--- config.mk ---
export PLATFORM = sky130hd
export DESIGN_NAME = div_pipe_16by8_flat
export DESIGN_NICKNAME = d
export VERILOG_FILES = /design/src/rtl/div_pipe_16by8_if.sv /design/src/rtl/div_pipe_16by8.sv /design/src/flat_wrapper.sv
export SDC_FILE = /design/constraint.sdc
export NUM_CORES = 1
export LEC_CHECK = 0
export BUFFER_PORTS_ARGS = -buffer_cell sky130_fd_sc_hd__clkbuf_2
export CAP_MARGIN = 10
export CORE_AREA = 2 2 197 199
export DETAILED_ROUTE_END_ITERATION = 12
export DIE_AREA = 0 0 199 201
export PLACE_DENSITY = 0.64
export SYNTH_ARGS = -nofsm -noshare
export SYNTH_HDL_FRONTEND = slang
export SYNTH_SLANG_ARGS = --single-unit
export TNS_END_PERCENT = 10
--- constraint.sdc ---
create_clock -name clk -period 26.7 [get_ports clk]
set_input_delay 4.005 -clock clk [delete_from_list [all_inputs] [get_ports clk]]
set_output_delay 4.005 -clock clk [all_outputs]
set_load 0.02 [all_outputs]
--- src/rtl/div_pipe_16by8_if.sv ---
// div_pipe_16by8_if
//   Operand/result bundle for the pipelined divider. The clock and reset are
//   not part of the bundle; they stay plain ports on the divider.
//
//   Signals (size = divisor width):
//     div_en_in  1       operand valid
//     div_a      2*size  dividend
//     div_b      size    divisor
//     div_en_out 1       result valid, one-cycle pulse per operation
//     div_q      2*size  quotient
//     div_r      size    remainder
//     div_dz     1       divide-by-zero flag, qualified by div_en_out
//
//   Modports:
//     master  issues operands, observes results (testbench / upstream logic)
//     slave   the divider itself
interface div_pipe_16by8_if #(
  parameter int size = 8
);

  logic                div_en_in;
  logic [2*size-1:0]   div_a;
  logic [size-1:0]     div_b;
  logic                div_en_out;
  logic [2*size-1:0]   div_q;
  logic [size-1:0]     div_r;
  logic                div_dz;

  modport master (
    output div_en_in, div_a, div_b,
    input  div_en_out, div_q, div_r, div_dz
  );

  modport slave (
    input  div_en_in, div_a, div_b,
    output div_en_out, div_q, div_r, div_dz
  );

endinterface

--- src/rtl/div_pipe_16by8.sv ---
// div_pipe_16by8
//   Fully pipelined restoring divider: 2*size-bit dividend by size-bit
//   divisor, giving a 2*size-bit quotient and a size-bit remainder. One
//   operation is accepted per clock, with no backpressure. Results appear
//   size+2 register levels after the operands (10 clocks for size = 8).
//
//   Pipeline:
//     stage 0       input register (operand conditioning)
//     stages 1..size  two restoring quotient bits each, MSB first
//     output reg    result formatting, qualified by div_en_out
//
//   Ports:
//     clk   rising-edge clock
//     rst   asynchronous reset, active-high
//     bus   div_pipe_16by8_if.slave (operands in, results out)
//
//   Build option:
//     DIV_SIGNED_EN  when defined, operands are two's complement. Magnitudes
//                    are divided by the unsigned core; the quotient truncates
//                    toward zero and the remainder follows the dividend's
//                    sign. Divide-by-zero still returns the raw-bit result.
module div_pipe_16by8 #(
  parameter int size = 8
) (
  input  logic               clk,
  input  logic               rst,
  div_pipe_16by8_if.slave    bus
);

  localparam int DW = 2 * size;

  // One restoring step: shift the next dividend bit into the partial
  // remainder (size+1 bits wide) and subtract the divisor when it fits.
  // Returns {quotient_bit, new_remainder}.
  function automatic logic [size:0] div_step(
    input logic [size-1:0] rem,
    input logic            din,
    input logic [size-1:0] dvs
  );
    logic [size:0] sh;
    logic [size:0] dv;
    sh = {rem, din};
    dv = {1'b0, dvs};
    if (sh >= dv) begin
      sh = sh - dv;
      return {1'b1, sh[size-1:0]};
    end else begin
      return {1'b0, sh[size-1:0]};
    end
  endfunction

  // One pipeline stage = two restoring steps. The dividend and the quotient
  // share one shift register: dividend bits leave at the top while quotient
  // bits enter at the bottom, so after 2*size steps it holds the quotient.
  // Returns {shift_register, remainder}.
  function automatic logic [DW+size-1:0] stage_calc(
    input logic [DW-1:0]   dq,
    input logic [size-1:0] rem,
    input logic [size-1:0] dvs
  );
    logic [size:0]   s1;
    logic [size:0]   s2;
    logic [DW-1:0]   dq1;
    logic [DW-1:0]   dq2;
    s1  = div_step(rem, dq[DW-1], dvs);
    dq1 = {dq[DW-2:0], s1[size]};
    s2  = div_step(s1[size-1:0], dq1[DW-1], dvs);
    dq2 = {dq1[DW-2:0], s2[size]};
    return {dq2, s2[size-1:0]};
  endfunction

  // Pipeline state, index = stage number
  logic [DW-1:0]   dq_r    [0:size];
  logic [size-1:0] rem_r   [0:size];
  logic [size-1:0] dvs_r   [0:size-1];   // the last stage no longer needs it
  logic            vld_r   [0:size];
  logic            dz_r    [0:size];
`ifdef DIV_SIGNED_EN
  logic            neg_q_r [0:size];
  logic            neg_r_r [0:size];
`endif

  // Next-stage values
  logic [DW-1:0]   dq_s    [1:size];
  logic [size-1:0] rem_s   [1:size];

  // Conditioned operands for stage 0
  logic [DW-1:0]   a_in_s;
  logic [size-1:0] b_in_s;
  logic            dz_in_s;
`ifdef DIV_SIGNED_EN
  logic            neg_q_in_s;
  logic            neg_r_in_s;
`endif

  // Result formatting ahead of the output register
  logic [DW-1:0]   q_out_s;
  logic [size-1:0] r_out_s;

  // Output register
  logic            en_out_r;
  logic [DW-1:0]   q_out_r;
  logic [size-1:0] r_out_r;
  logic            dz_out_r;

  // Operand conditioning: flag zero divisor, take magnitudes in signed mode
  always_comb begin
    dz_in_s = (bus.div_b == {size{1'b0}});
    a_in_s  = bus.div_a;
    b_in_s  = bus.div_b;
`ifdef DIV_SIGNED_EN
    neg_q_in_s = 1'b0;
    neg_r_in_s = 1'b0;
    // A zero divisor keeps the raw dividend so the remainder reports raw bits.
    if (!dz_in_s) begin
      a_in_s     = bus.div_a[DW-1]   ? (-bus.div_a) : bus.div_a;
      b_in_s     = bus.div_b[size-1] ? (-bus.div_b) : bus.div_b;
      neg_q_in_s = bus.div_a[DW-1] ^ bus.div_b[size-1];
      neg_r_in_s = bus.div_a[DW-1];
    end else begin
      a_in_s = bus.div_a;
      b_in_s = bus.div_b;
    end
`endif
  end

  // Divider stages: two quotient bits per stage
  always_comb begin
    for (int k = 1; k <= size; k++) begin
      {dq_s[k], rem_s[k]} = stage_calc(dq_r[k-1], rem_r[k-1], dvs_r[k-1]);
    end
  end

  // Pipeline registers; idle slots carry zeros so bubbles stay quiet
  always_ff @(posedge clk or posedge rst) begin
    if (rst) begin
      for (int k = 0; k <= size; k++) begin
        dq_r[k]    <= {DW{1'b0}};
        rem_r[k]   <= {size{1'b0}};
        vld_r[k]   <= 1'b0;
        dz_r[k]    <= 1'b0;
`ifdef DIV_SIGNED_EN
        neg_q_r[k] <= 1'b0;
        neg_r_r[k] <= 1'b0;
`endif
      end
      for (int k = 0; k < size; k++) begin
        dvs_r[k] <= {size{1'b0}};
      end
    end else begin
      vld_r[0] <= bus.div_en_in;
      if (bus.div_en_in) begin
        dq_r[0]    <= a_in_s;
        rem_r[0]   <= {size{1'b0}};
        dvs_r[0]   <= b_in_s;
        dz_r[0]    <= dz_in_s;
`ifdef DIV_SIGNED_EN
        neg_q_r[0] <= neg_q_in_s;
        neg_r_r[0] <= neg_r_in_s;
`endif
      end else begin
        dq_r[0]    <= {DW{1'b0}};
        rem_r[0]   <= {size{1'b0}};
        dvs_r[0]   <= {size{1'b0}};
        dz_r[0]    <= 1'b0;
`ifdef DIV_SIGNED_EN
        neg_q_r[0] <= 1'b0;
        neg_r_r[0] <= 1'b0;
`endif
      end

      for (int k = 1; k <= size; k++) begin
        vld_r[k] <= vld_r[k-1];
        if (vld_r[k-1]) begin
          dq_r[k]    <= dq_s[k];
          rem_r[k]   <= rem_s[k];
          dz_r[k]    <= dz_r[k-1];
`ifdef DIV_SIGNED_EN
          neg_q_r[k] <= neg_q_r[k-1];
          neg_r_r[k] <= neg_r_r[k-1];
`endif
        end else begin
          dq_r[k]    <= {DW{1'b0}};
          rem_r[k]   <= {size{1'b0}};
          dz_r[k]    <= 1'b0;
`ifdef DIV_SIGNED_EN
          neg_q_r[k] <= 1'b0;
          neg_r_r[k] <= 1'b0;
`endif
        end
      end

      for (int k = 1; k < size; k++) begin
        if (vld_r[k-1]) begin
          dvs_r[k] <= dvs_r[k-1];
        end else begin
          dvs_r[k] <= {size{1'b0}};
        end
      end
    end
  end

  // Result formatting: divide-by-zero pattern, or sign restoration
  always_comb begin
    q_out_s = dq_r[size];
    r_out_s = rem_r[size];
    if (dz_r[size]) begin
      // The remainder register already holds the low dividend bits here:
      // with a zero divisor every step "fits" and nothing is subtracted.
      q_out_s = {DW{1'b1}};
      r_out_s = rem_r[size];
    end else begin
`ifdef DIV_SIGNED_EN
      // The most-negative / -1 case wraps naturally: magnitude 2^(DW-1)
      // with a positive sign is the same bit pattern.
      q_out_s = neg_q_r[size] ? (-dq_r[size])  : dq_r[size];
      r_out_s = neg_r_r[size] ? (-rem_r[size]) : rem_r[size];
`else
      q_out_s = dq_r[size];
      r_out_s = rem_r[size];
`endif
    end
  end

  // Output register: results only in the cycle they are valid, else zero
  always_ff @(posedge clk or posedge rst) begin
    if (rst) begin
      en_out_r <= 1'b0;
      q_out_r  <= {DW{1'b0}};
      r_out_r  <= {size{1'b0}};
      dz_out_r <= 1'b0;
    end else if (vld_r[size]) begin
      en_out_r <= 1'b1;
      q_out_r  <= q_out_s;
      r_out_r  <= r_out_s;
      dz_out_r <= dz_r[size];
    end else begin
      en_out_r <= 1'b0;
      q_out_r  <= {DW{1'b0}};
      r_out_r  <= {size{1'b0}};
      dz_out_r <= 1'b0;
    end
  end

  assign bus.div_en_out = en_out_r;
  assign bus.div_q      = q_out_r;
  assign bus.div_r      = r_out_r;
  assign bus.div_dz     = dz_out_r;

endmodule

--- src/flat_wrapper.sv ---
// flat-port wrapper written by rule: the top's interface ports become plain ports
module div_pipe_16by8_flat 
#(
  parameter int size = 8
)
  (clk, rst, bus_div_en_in, bus_div_a, bus_div_b, bus_div_en_out, bus_div_q, bus_div_r, bus_div_dz);
  div_pipe_16by8_if #(.size(size)) bus_i ();
  input  logic clk;
  input  logic rst;
  input wire logic [$bits(bus_i.div_en_in)-1:0] bus_div_en_in;
  input wire logic [$bits(bus_i.div_a)-1:0] bus_div_a;
  input wire logic [$bits(bus_i.div_b)-1:0] bus_div_b;
  output wire logic [$bits(bus_i.div_en_out)-1:0] bus_div_en_out;
  output wire logic [$bits(bus_i.div_q)-1:0] bus_div_q;
  output wire logic [$bits(bus_i.div_r)-1:0] bus_div_r;
  output wire logic [$bits(bus_i.div_dz)-1:0] bus_div_dz;
  assign bus_i.div_en_in = bus_div_en_in;
  assign bus_i.div_a = bus_div_a;
  assign bus_i.div_b = bus_div_b;
  assign bus_div_en_out = bus_i.div_en_out;
  assign bus_div_q = bus_i.div_q;
  assign bus_div_r = bus_i.div_r;
  assign bus_div_dz = bus_i.div_dz;
  div_pipe_16by8 #(.size(size)) u_core (.clk(clk), .rst(rst), .bus(bus_i));
endmodule
* Yosys cells after proc, flatten, opt, wreduce, memory -nomap -nowiden
Index checks and enable logic that the tools add are counted.
** Word-level totals
- Flip-flop bits (word level) :: 316
- Input bits :: 27
- Output and inout port bits :: 26
- Word-level logic and storage cells :: 135
** Operators by class
- $add $sub $neg :: 16
- Order comparisons :: 16
- Mux-type cells :: 55
- Reductions and logical operators :: 1
** Operator list (number)
- $mux 16 :: 11
- $mux 9 :: 16
- $mux 8 :: 17
- $ge 9x8->1 :: 15
- $sub 8x8->8 :: 15
- $mux 1 :: 11
- $ge 1x8->1 :: 1
- $logic_not 8->1 :: 1
- $sub 1x8->8 :: 1

* Logic depth before layout (Yosys ltp)
Gate-level depths: netlist of the first run.
- Word-level depth :: 5
- Mapped depth :: 18
- Mapped depth without buffers :: 17

* Worst setup path after synthesis of the first run
Ideal clock, no wire load.
- Kind :: in2reg
- Start point :: input bus_div_b[4]
- End point :: register u_core.dz_r[8] (netlist name)
- Setup time :: 0.101 ns
- Data arrival time :: 4.708 ns
- Path slack :: 21.891 ns
- Stages :: 2
- Buffers on the path :: 0
- Cells stage by stage :: or4_1 nor4_1
** On the way
- Word-level cells in the longest chain between the ends :: 2
** RTL lines
- start: declaration :: RTL line flat_wrapper.sv:12 : input wire logic [$bits(bus_i.div_b)-1:0] bus_div_b;
- $logic_not 8->1 :: RTL line div_pipe_16by8.sv:108 : dz_in_s = (bus.div_b == {size{1'b0}});
- $mux 1 :: RTL line div_pipe_16by8.sv:152 : if (bus.div_en_in) begin
- end signal: indexed assignment :: RTL line div_pipe_16by8.sv:177 : dz_r[k] <= dz_r[k-1];
- end: declaration :: RTL line div_pipe_16by8.sv:77 : logic dz_r [0:size];
Every way passes these cells.

==> results.sh, run 1 <==
export IMPL_placementRows=72
export IMPL_drv_cap=0
export IMPL_synth_fp_nets=1796
export IMPL_drv_slew=0
export IMPL_route_detailed_drc=0
export IMPL_gr_total_overflow=0
export IMPL_area_growth_syn_to_layout_pct=12.0
export IMPL_hold_viol_final=0
export IMPL_max_stage_delay_ps=720
export IMPL_root_buffer="clkbuf_16"
export IMPL_syn_inst=1632
export IMPL_wl_um=33000
export IMPL_cts_clk_slew_worst_paths_ps=60
export IMPL_place_congestion=0.884
export IMPL_cts_hold_buffers=0
export IMPL_path_buf_inv=3
export IMPL_post_cts_buffers=0
export IMPL_fin_ws_ps=21540
export IMPL_synth_xor_area_share=0.0245
export IMPL_vias_per_cell=5.19
export IMPL_clock_fmax_mhz=194
export IMPL_preCtsSetupSlack_ps=20930
export IMPL_worst_pin_slew_ps=1070
export IMPL_antenna_found_initial=0
export IMPL_worst_path_max_delay_cell="buf_12"
export IMPL_cts_tree="yes"
export IMPL_clkLatencyLatePin_ps=520
export IMPL_synth_seq_cells=316
export IMPL_powerDensity_nw_per_um2=122
export IMPL_synth_compound_area_share=0.143
export IMPL_drt_iter0_drc=503
export IMPL_yosysTopAreaCellShare=0.471
export IMPL_finClkSkew_ps=12.1
export IMPL_diodes=0
export IMPL_grt_pass1_wl_um=56600
export IMPL_synth_cell_area_um2=16800
export IMPL_path_delay_family="buffers and inverters"
export IMPL_status="complete, no violations"
export IMPL_vias=11600
export IMPL_cts_buffers=35
export IMPL_min_period_ps=5160
export IMPL_synth_top_family_by_area="simple AND/OR/NAND/NOR gates"
export IMPL_grt_pass1_vias=11800
export IMPL_cts_sink_count=316
export IMPL_min_period_over_period=0.193
export IMPL_synth_edf_count=0
export IMPL_start_util=0.441
export IMPL_relSlewSlack=0.286
export IMPL_synth_most_common_cell="dfrtp_1"
export IMPL_avgRoutedWirePerCell_um=14.8
export IMPL_port_buffers=52
export IMPL_min_path_type="reg -> reg"
export IMPL_synth_common_cells="316 x dfrtp_1, 165 x and2_1, 147 x nor2_1"
export IMPL_muxShareOfSynthArea=0.0337
export IMPL_first_pass_iters=5
export IMPL_track_usage=0.172
export IMPL_worstSetupPathType="in -> async"
export IMPL_dieArea_um2=40000
export IMPL_dp_hpwl_um=24200
export IMPL_synth_area_leader_cell="dfrtp_1"
export IMPL_nets=1853
export IMPL_antenna_left=0
export IMPL_cp_end_kind="async pin"
export IMPL_io_pin_count=53
export IMPL_die_w_um=199
export IMPL_synthAdderAreaFrac=0.109
export IMPL_async_flop_share=1.00
export IMPL_ir_drop_mv=0.0492
export IMPL_seq_area_frac_synth=0.471
export IMPL_ys_types=81
export IMPL_htreeDepth=2
export IMPL_drive_above_1_share=0.113
export IMPL_cp_start_kind="input port"
export IMPL_synth_area_leaders="dfrtp_1 47%, ha_1 9.1%, and2_1 6.1%, nor2_1 3.3%, inv_1 2.8%"
export IMPL_p_leak_nw=9.02
export IMPL_setup_viol=0
export IMPL_path_cells="clkbuf_2 -> inv_8 -> buf_12"
export IMPL_cp_required_ps=27220
export IMPL_path_max_fanout=183
export IMPL_syn_area_per_cell_um2=10.3
export IMPL_crit_arrival_ps=5680
export IMPL_die_height_um=201
export IMPL_cts_path_max_buffers=3
export IMPL_postCtsResizedCells=0
export IMPL_grt_max_degree=184
export IMPL_synth_top_flop_cell="dfrtp_1"
export IMPL_fp_coreArea_um2=38100
export IMPL_yosys_area_share_simple=0.182
export IMPL_yosys_warnings=0
export IMPL_setup_tns_ps=0
export IMPL_rsz0062_at_grt="no"
sequential cells by signal, indices dropped and copies added (netlist names):
| signal | flops |
|---|---|
| u_core.dq_r | 144 |
| u_core.dvs_r | 64 |
| u_core.rem_r | 56 |
| u_core.bus.div_q | 16 |
| u_core.dz_r | 9 |
| u_core.vld_r | 9 |
| u_core.bus.div_r | 8 |
| u_core.r_out_s | 8 |
| u_core.bus.div_dz | 1 |
| u_core.bus.div_en_out | 1 |
where the power goes:
part           switching, mW  total [mW]  internal, mW
Combinational          0.695        1.24         0.540
Sequential            0.0276       0.567         0.539
Clock                  0.194       0.487         0.293
layout make-up:
| type | count | area (um2) |
|---|---|---|
| multi-input cells | 1151 | 8260 |
| inverters | 125 | 477 |
| repair buffers | 60 | 333 |
| well taps | 518 | 648 |
| clock inverters | 21 | 230 |
| clock buffers | 42 | 942 |
| fillers | 3481 | 19300 |
| flip-flops and latches | 316 | 7910 |
layout by cell type (no fill, tap or decap), drive strengths merged, types with 6 or more instances in the layout:
master	Yosys	routed
a211o	6	6
a211oi	12	12
a21boi	13	13
a21o	16	16
a21oi	64	64
a31oi	7	7
and2	166	166
and3	28	28
buf	3	8
clkbuf	37	94
clkinv	0	9
dfrtp	316	316
fa	15	15
ha	122	122
inv	125	129
mux2	22	22
mux2i	31	31
nand2	64	64
nand2b	17	17
nand3	21	21
nand4	17	17
nor2	149	149
nor2b	33	33
nor3	15	15
nor4	7	7
o211a	10	10
o211ai	12	12
o21a	48	48
o21ai	89	89
o311a	6	6
o31a	12	12
o31ai	10	10
or2	25	25
or3	14	14
xnor2	33	33
xor2	14	14
worst paths after layout:
check	start	end	depth (start not counted)	slack [ps]
worst max-delay path	rst	u_core.dq_r[110]	3	21540
worst min-delay path	u_core.dq_r[38]	u_core.dq_r[24]	1	440
worst max register to register	u_core.dvs_r[17]	u_core.rem_r[22]	16	21850
worst min register to register	u_core.dq_r[38]	u_core.dq_r[24]	1	440
max in group clk	u_core.bus.div_q[3]	bus_div_q[3]	1	21660
min in group asynchronous	rst	u_core.dq_r[19]	2	3630
layer usage:
layer / global-route usage / wire (um)
met1: 0.228 / 15200
met4: 0.0472 / 650
met2: 0.292 / 16000
met5: 0 / 0
met3: 0.0262 / 1140
stage by stage:
| step | utilization | std cells | power, mW | area (um2) | hold slack [ps] |
|---|---|---|---|---|---|
| after global routing | 0.493 | 2233 | 2.48 | 18800 | 448 |
| after global placement | 0.463 | 2170 | 1.77 | 17600 | 433 |
| after CTS | 0.493 | 2233 | 2.30 | 18800 | 445 |
| after floorplan | - | 1632 | 1.55 | 16800 | 352 |
| final | 0.493 | 2233 | 2.29 | 18800 | 439 |
| after detailed placement | 0.463 | 2170 | 1.80 | 17600 | 438 |
cell families after synthesis:
logic type	Yosys count
AO/OA/AOI/OAI	343
adder cells (fa/ha/maj)	137
buffers and inverters	165
flip-flops	316
multiplexers	53
XOR/XNOR	47
AND/OR/NAND/NOR	571
Power figures use the tool's default switching activity.
==> run 2, diff against run 1 <==
==> constraint.sdc (replaced) <==
create_clock -name clk -period 5.3 [get_ports clk]
set_input_delay 0.795 -clock clk [delete_from_list [all_inputs] [get_ports clk]]
set_output_delay 0.795 -clock clk [all_outputs]
set_load 0.02 [all_outputs]
==> results.sh, run 2 (synthesized netlist as in run 1, its figures left out) <==
export IMPL_cts_hold_buffers=0
export IMPL_final_cell_mix="316 x dfrtp_1, 165 x and2_1, 147 x nor2_1"
export IMPL_cp_end_kind="flip-flop"
export IMPL_max_stage_delay_ps=480
export IMPL_postCtsResizedCells=0
export IMPL_cp_start_kind="flip-flop"
export IMPL_io_pin_count=53
export IMPL_path_cells="inv_1 -> ha_1 -> nor2b_1 -> o31a_1 -> o41a_1 -> o31ai_4 -> mux2_4 -> inv_1 -> ha_1 -> nor2b_1 -> o31ai_1 -> a21oi_1 -> o31ai_1 -> nand3_2 -> and3_1 -> o21a_1"
export IMPL_vias_per_cell=5.17
export IMPL_setup_tns_ps=0
export IMPL_root_buffer="clkbuf_16"
export IMPL_p_comb_frac=0.543
export IMPL_cts_tree="yes"
export IMPL_min_period_over_period=0.889
export IMPL_drt_iter0_drc=474
export IMPL_rsz0062_at_grt="no"
export IMPL_cts_path_max_buffers=3
export IMPL_diodes=0
export IMPL_grt_max_degree=176
export IMPL_first_pass_iters=5
export IMPL_min_period_ps=4710
export IMPL_ir_drop_mv=0.284
export IMPL_nets=1853
export IMPL_worst_path_max_delay_cell="o31ai_4"
export IMPL_fin_cells=2227
export IMPL_final_common_cell="dfrtp_1"
export IMPL_largest_reg_flops=144
export IMPL_fillerInstances=3513
export IMPL_route_detailed_drc=0
export IMPL_pwr_share_seq=0.249
export IMPL_placementRows=72
export IMPL_clock_fmax_mhz=212
export IMPL_gr_total_overflow=0
export IMPL_worstSetupPathType="reg -> reg"
export IMPL_drv_cap=0
export IMPL_fp_coreArea_um2=38100
export IMPL_status="complete, no violations"
export IMPL_worst_pin_slew_ps=1010
export IMPL_cts_clk_slew_worst_paths_ps=60
export IMPL_cts_sink_count=316
export IMPL_design_area_um2=18800
export IMPL_internal_power_mw=6.91
export IMPL_path_delay_family="compound AO/OA/AOI/OAI gates"
export IMPL_worst_path_stages=16
export IMPL_r2r_start="u_core.dvs_r[17]"
export IMPL_power_clock_fraction=0.208
export IMPL_port_buffers=52
export IMPL_antenna_left=0
export IMPL_htreeDepth=2
export IMPL_p_leak_nw=9.00
export IMPL_antenna_found_initial=0
export IMPL_grt_pass1_wl_um=56500
export IMPL_vias=11500
export IMPL_cp_required_ps=5700
export IMPL_die_height_um=201
export IMPL_post_cts_buffers=0
export IMPL_avgRoutedWirePerCell_um=14.8
export IMPL_drv_slew=0
export IMPL_ff2ff_setup_slack_ps=590
export IMPL_setup_viol=0
export IMPL_dp_cells=2170
export IMPL_dp_hpwl_um=24600
export IMPL_area_growth_syn_to_layout_pct=11.8
export IMPL_reg_top3="u_core.dq_r (144), u_core.dvs_r (64), u_core.rem_r (56)"
export IMPL_ff_latch_area_um2=7910
export IMPL_powerDensity_nw_per_um2=611
export IMPL_clkLatencyLatePin_ps=510
export IMPL_path_buf_inv=2
export IMPL_r2r_cells=16
export IMPL_switching_share=0.397
export IMPL_r2r_end="u_core.rem_r[22]"
export IMPL_switching_power_mw=4.56
export IMPL_placed_area_um2=17600
export IMPL_cts_buffers=35
export IMPL_dieArea_um2=40000
export IMPL_drive_above_1_share=0.108
export IMPL_grt_pass1_vias=11600
export IMPL_track_usage=0.172
export IMPL_start_util=0.441
export IMPL_die_w_um=199
export IMPL_largest_register="u_core.dq_r"
export IMPL_finClkSkew_ps=8.95
export IMPL_path_max_fanout=10
export IMPL_min_path_type="in -> async"
export IMPL_place_congestion=0.908
export IMPL_hold_viol_final=0
export IMPL_multi_input_area_um2=8260
export IMPL_wl_um=33000
export IMPL_crit_arrival_ps=5120
export IMPL_relSlewSlack=0.328
run 2: final cells by class:
| cell class | instances | area share |
|---|---|---|
| clock buffer | 52 | 0.0566 |
| clock inverter | 5 | 0.00420 |
| inverter | 125 | 0.0252 |
| multi-input combinational | 1151 | 0.440 |
| sequential | 316 | 0.421 |
| tap | 518 | 0.0345 |
| timing repair buffer | 60 | 0.0184 |
run 2: power by group through the flow:
stage               sequential [mW]  clock, mW  combinational (mW)
detailed placement             2.91          0                6.13
global route                   2.89       2.56                7.02
CTS                            2.86       2.46                6.18
floorplan                      2.86          0                4.97
finish                         2.86       2.39                6.22
global placement               2.90          0                6.04
run 2: how the worst max path moves through the flow:
stage / start / to / slack [ps]
2_1_floorplan: rst / u_core.bus.div_dz / 290
3_3_place_gp: u_core.dvs_r[17] / u_core.rem_r[22] / 740
3_5_place_dp: u_core.dvs_r[17] / u_core.rem_r[22] / 610
4_1_cts: u_core.dvs_r[17] / u_core.rem_r[22] / 600
5_1_grt: u_core.dvs_r[25] / u_core.rem_r[24] / 200
6_report: u_core.dvs_r[17] / u_core.rem_r[22] / 590
run 2: layer usage:
metal  vias to the layer above  GRT usage  routed length [um]
li1                       5744          -                   -
met1                      5538      0.230               15300
met2                       168      0.288               15700
met3                        68     0.0281                1250
met4                         0     0.0474                 807
met5                         -          0                   0
run 2: worst reg2reg max path: cells and delay by family (launching register included):
family          cells  cell delay [ps]
compound gates      7             2270
buf+inv             2              240
flops               1              400
mux                 1              360
fa+ha+maj           2              520
simple gates        4              840
run 2: per-stage QoR:
stage                     hold WS (ps)  utilization  setup WS [ps]  power, mW
after floorplan                    352            -            294       7.83
after global placement             435        0.463            739       8.95
after detailed placement           434        0.463            610       9.03
after CTS                          414        0.493            597       11.5
after global routing               459        0.493            200       12.5
final                              409        0.493            586       11.5
==> run 3, diff against run 2 <==
--- a/config.mk
+++ b/config.mk
@@ -5,12 +5,12 @@
 export SDC_FILE = /design/constraint.sdc
 export NUM_CORES = 1
 export LEC_CHECK = 0
-export BUFFER_PORTS_ARGS = -buffer_cell sky130_fd_sc_hd__clkbuf_2
-export CAP_MARGIN = 10
+export CAP_MARGIN = 20
 export CORE_AREA = 2 2 197 199
 export DETAILED_ROUTE_END_ITERATION = 12
 export DIE_AREA = 0 0 199 201
-export PLACE_DENSITY = 0.64
+export DONT_BUFFER_PORTS = 1
+export PLACE_DENSITY = 0.63
 export SYNTH_ARGS = -nofsm -noshare
 export SYNTH_HDL_FRONTEND = slang
 export SYNTH_SLANG_ARGS = --single-unit
==> results.sh, run 3 (synthesized netlist as in run 1, its figures left out) <==
export IMPL_htreeDepth=2
export IMPL_multi_input_area_um2=8260
export IMPL_min_period_ps=4650
export IMPL_largest_register="u_core.dq_r"
export IMPL_cts_clk_slew_worst_paths_ps=60
export IMPL_wl_um=32500
export IMPL_antenna_left=0
export IMPL_p_comb_frac=0.525
export IMPL_p_total_mw=11.8
export IMPL_post_cts_buffers=0
export IMPL_worst_pin_slew_ps=981
export IMPL_place_congestion=0.899
export IMPL_relSlewSlack=0.346
export IMPL_dp_hpwl_um=24300
export IMPL_hold_path_startpoint="bus_div_en_in"
export IMPL_final_common_cell="dfrtp_1"
export IMPL_crit_arrival_ps=5060
export IMPL_power_clock_fraction=0.231
export IMPL_cts_tree="yes"
export IMPL_first_pass_iters=5
export IMPL_ff2ff_setup_slack_ps=650
export IMPL_cp_start_kind="flip-flop"
export IMPL_avgRoutedWirePerCell_um=14.9
export IMPL_fp_coreArea_um2=38100
export IMPL_gr_total_overflow=0
export IMPL_nets=1801
export IMPL_io_pin_count=53
export IMPL_switching_share=0.390
export IMPL_vias=11400
export IMPL_status="complete, no violations"
export IMPL_postLayoutCoreUtil=0.491
export IMPL_r2r_cells=16
export IMPL_track_usage=0.169
export IMPL_switching_power_mw=4.59
export IMPL_cts_path_max_buffers=3
export IMPL_drt_iter0_drc=648
export IMPL_grt_pass1_wl_um=55200
export IMPL_drv_cap=0
export IMPL_fillerInstances=3465
export IMPL_area_growth_syn_to_layout_pct=11.4
export IMPL_hold_depth=0
export IMPL_port_buffers=0
export IMPL_setup_viol=0
export IMPL_pwr_share_seq=0.245
export IMPL_cp_end_kind="flip-flop"
export IMPL_powerDensity_nw_per_um2=630
export IMPL_placementRows=72
export IMPL_min_path_type="in -> reg"
export IMPL_fin_ws_ps=650
export IMPL_r2r_end="u_core.rem_r[22]"
export IMPL_fin_cells=2181
export IMPL_dieArea_um2=40000
export IMPL_setup_tns_ps=0
export IMPL_drv_slew=0
export IMPL_drive_above_1_share=0.0854
export IMPL_route_detailed_drc=0
export IMPL_r2r_start="u_core.dvs_r[17]"
export IMPL_min_period_over_period=0.877
export IMPL_clkLatencyLatePin_ps=520
export IMPL_antenna_found_initial=0
export IMPL_clock_fmax_mhz=215
export IMPL_die_height_um=201
export IMPL_internal_power_mw=7.18
export IMPL_rsz0062_at_grt="no"
export IMPL_worstSetupPathType="reg -> reg"
export IMPL_cts_buffers=35
export IMPL_path_max_fanout=10
export IMPL_die_w_um=199
export IMPL_cp_required_ps=5710
export IMPL_p_leak_nw=8.86
export IMPL_min_to="u_core.vld_r[8]"
export IMPL_diodes=0
export IMPL_ir_drop_mv=0.306
export IMPL_root_buffer="clkbuf_16"
export IMPL_preCtsSetupSlack_ps=666
export IMPL_finClkSkew_ps=8.34
export IMPL_final_cell_mix="316 x dfrtp_1, 165 x and2_1, 147 x nor2_1"
export IMPL_start_util=0.441
export IMPL_dp_cells=2118
export IMPL_postCtsResizedCells=0
export IMPL_ff_latch_area_um2=7910
export IMPL_reg_top3="u_core.dq_r (144), u_core.dvs_r (64), u_core.rem_r (56)"
export IMPL_largest_reg_flops=144
export IMPL_cts_sink_count=316
export IMPL_grt_pass1_vias=11400
export IMPL_grt_max_degree=177
export IMPL_cts_hold_buffers=0
export IMPL_hold_viol_final=0
export IMPL_vias_per_cell=5.21
## run 3: routing by layer
layer / global-route usage / vias to the layer above / wire [um]
li1: - / 5646 / -
met1: 0.227 / 5453 / 14900
met2: 0.279 / 212 / 15500
met3: 0.0292 / 62 / 1320
met4: 0.0512 / 0 / 760
met5: 0 / - / 0
## run 3: how the worst max path moves through the flow
stage / startpoint / end / depth (start not counted)
after floorplan: rst / u_core.bus.div_dz / 1
after global placement: u_core.dvs_r[17] / u_core.rem_r[22] / 16
after detailed placement: u_core.dvs_r[17] / u_core.rem_r[22] / 16
after CTS: u_core.dvs_r[17] / u_core.rem_r[22] / 16
after global routing: u_core.dvs_r[17] / u_core.rem_r[22] / 16
final: u_core.dvs_r[17] / u_core.rem_r[22] / 16
## run 3: stage by stage
| step | cell area (um2) | hold WS [ps] |
|---|---|---|
| 2_1_floorplan | 16800 | 352 |
| 3_3_place_gp | 17400 | 430 |
| 3_5_place_dp | 17400 | 438 |
| 4_1_cts | 18700 | 280 |
| 5_1_grt | 18700 | 278 |
| 6_report | 18700 | 308 |
## run 3: area by class of cell
type / count / area share
Inverter: 125 / 0.0253
Clock inverter: 16 / 0.0155
Clock buffer: 47 / 0.0553
Tap cell: 518 / 0.0347
Multi-Input combinational cell: 1151 / 0.442
Sequential cell: 316 / 0.423
Timing Repair Buffer: 8 / 0.00455
## run 3: power by group through the flow
stage                     combinational (mW)  clock (mW)  sequential [mW]
after floorplan                         4.97           0             2.86
after global placement                  6.01           0             2.93
after detailed placement                6.09           0             2.93
after CTS                               6.14        2.80             2.89
after global routing                    6.94        2.89             2.91
final                                   6.18        2.72             2.88
## run 3: worst max-delay path, cell delays in order, from the launching register on
cell and delay (ps):
dfrtp_1 400, inv_1 170, ha_1 270, nor2b_1 140, o31a_1 280, o41a_1 410, o31ai_4 480, mux2_4 360
inv_1 90, ha_1 240, nor2b_1 140, o31ai_1 330, a21oi_1 140, o31ai_1 380, nand3_2 310, and3_1 240
o21a_1 160
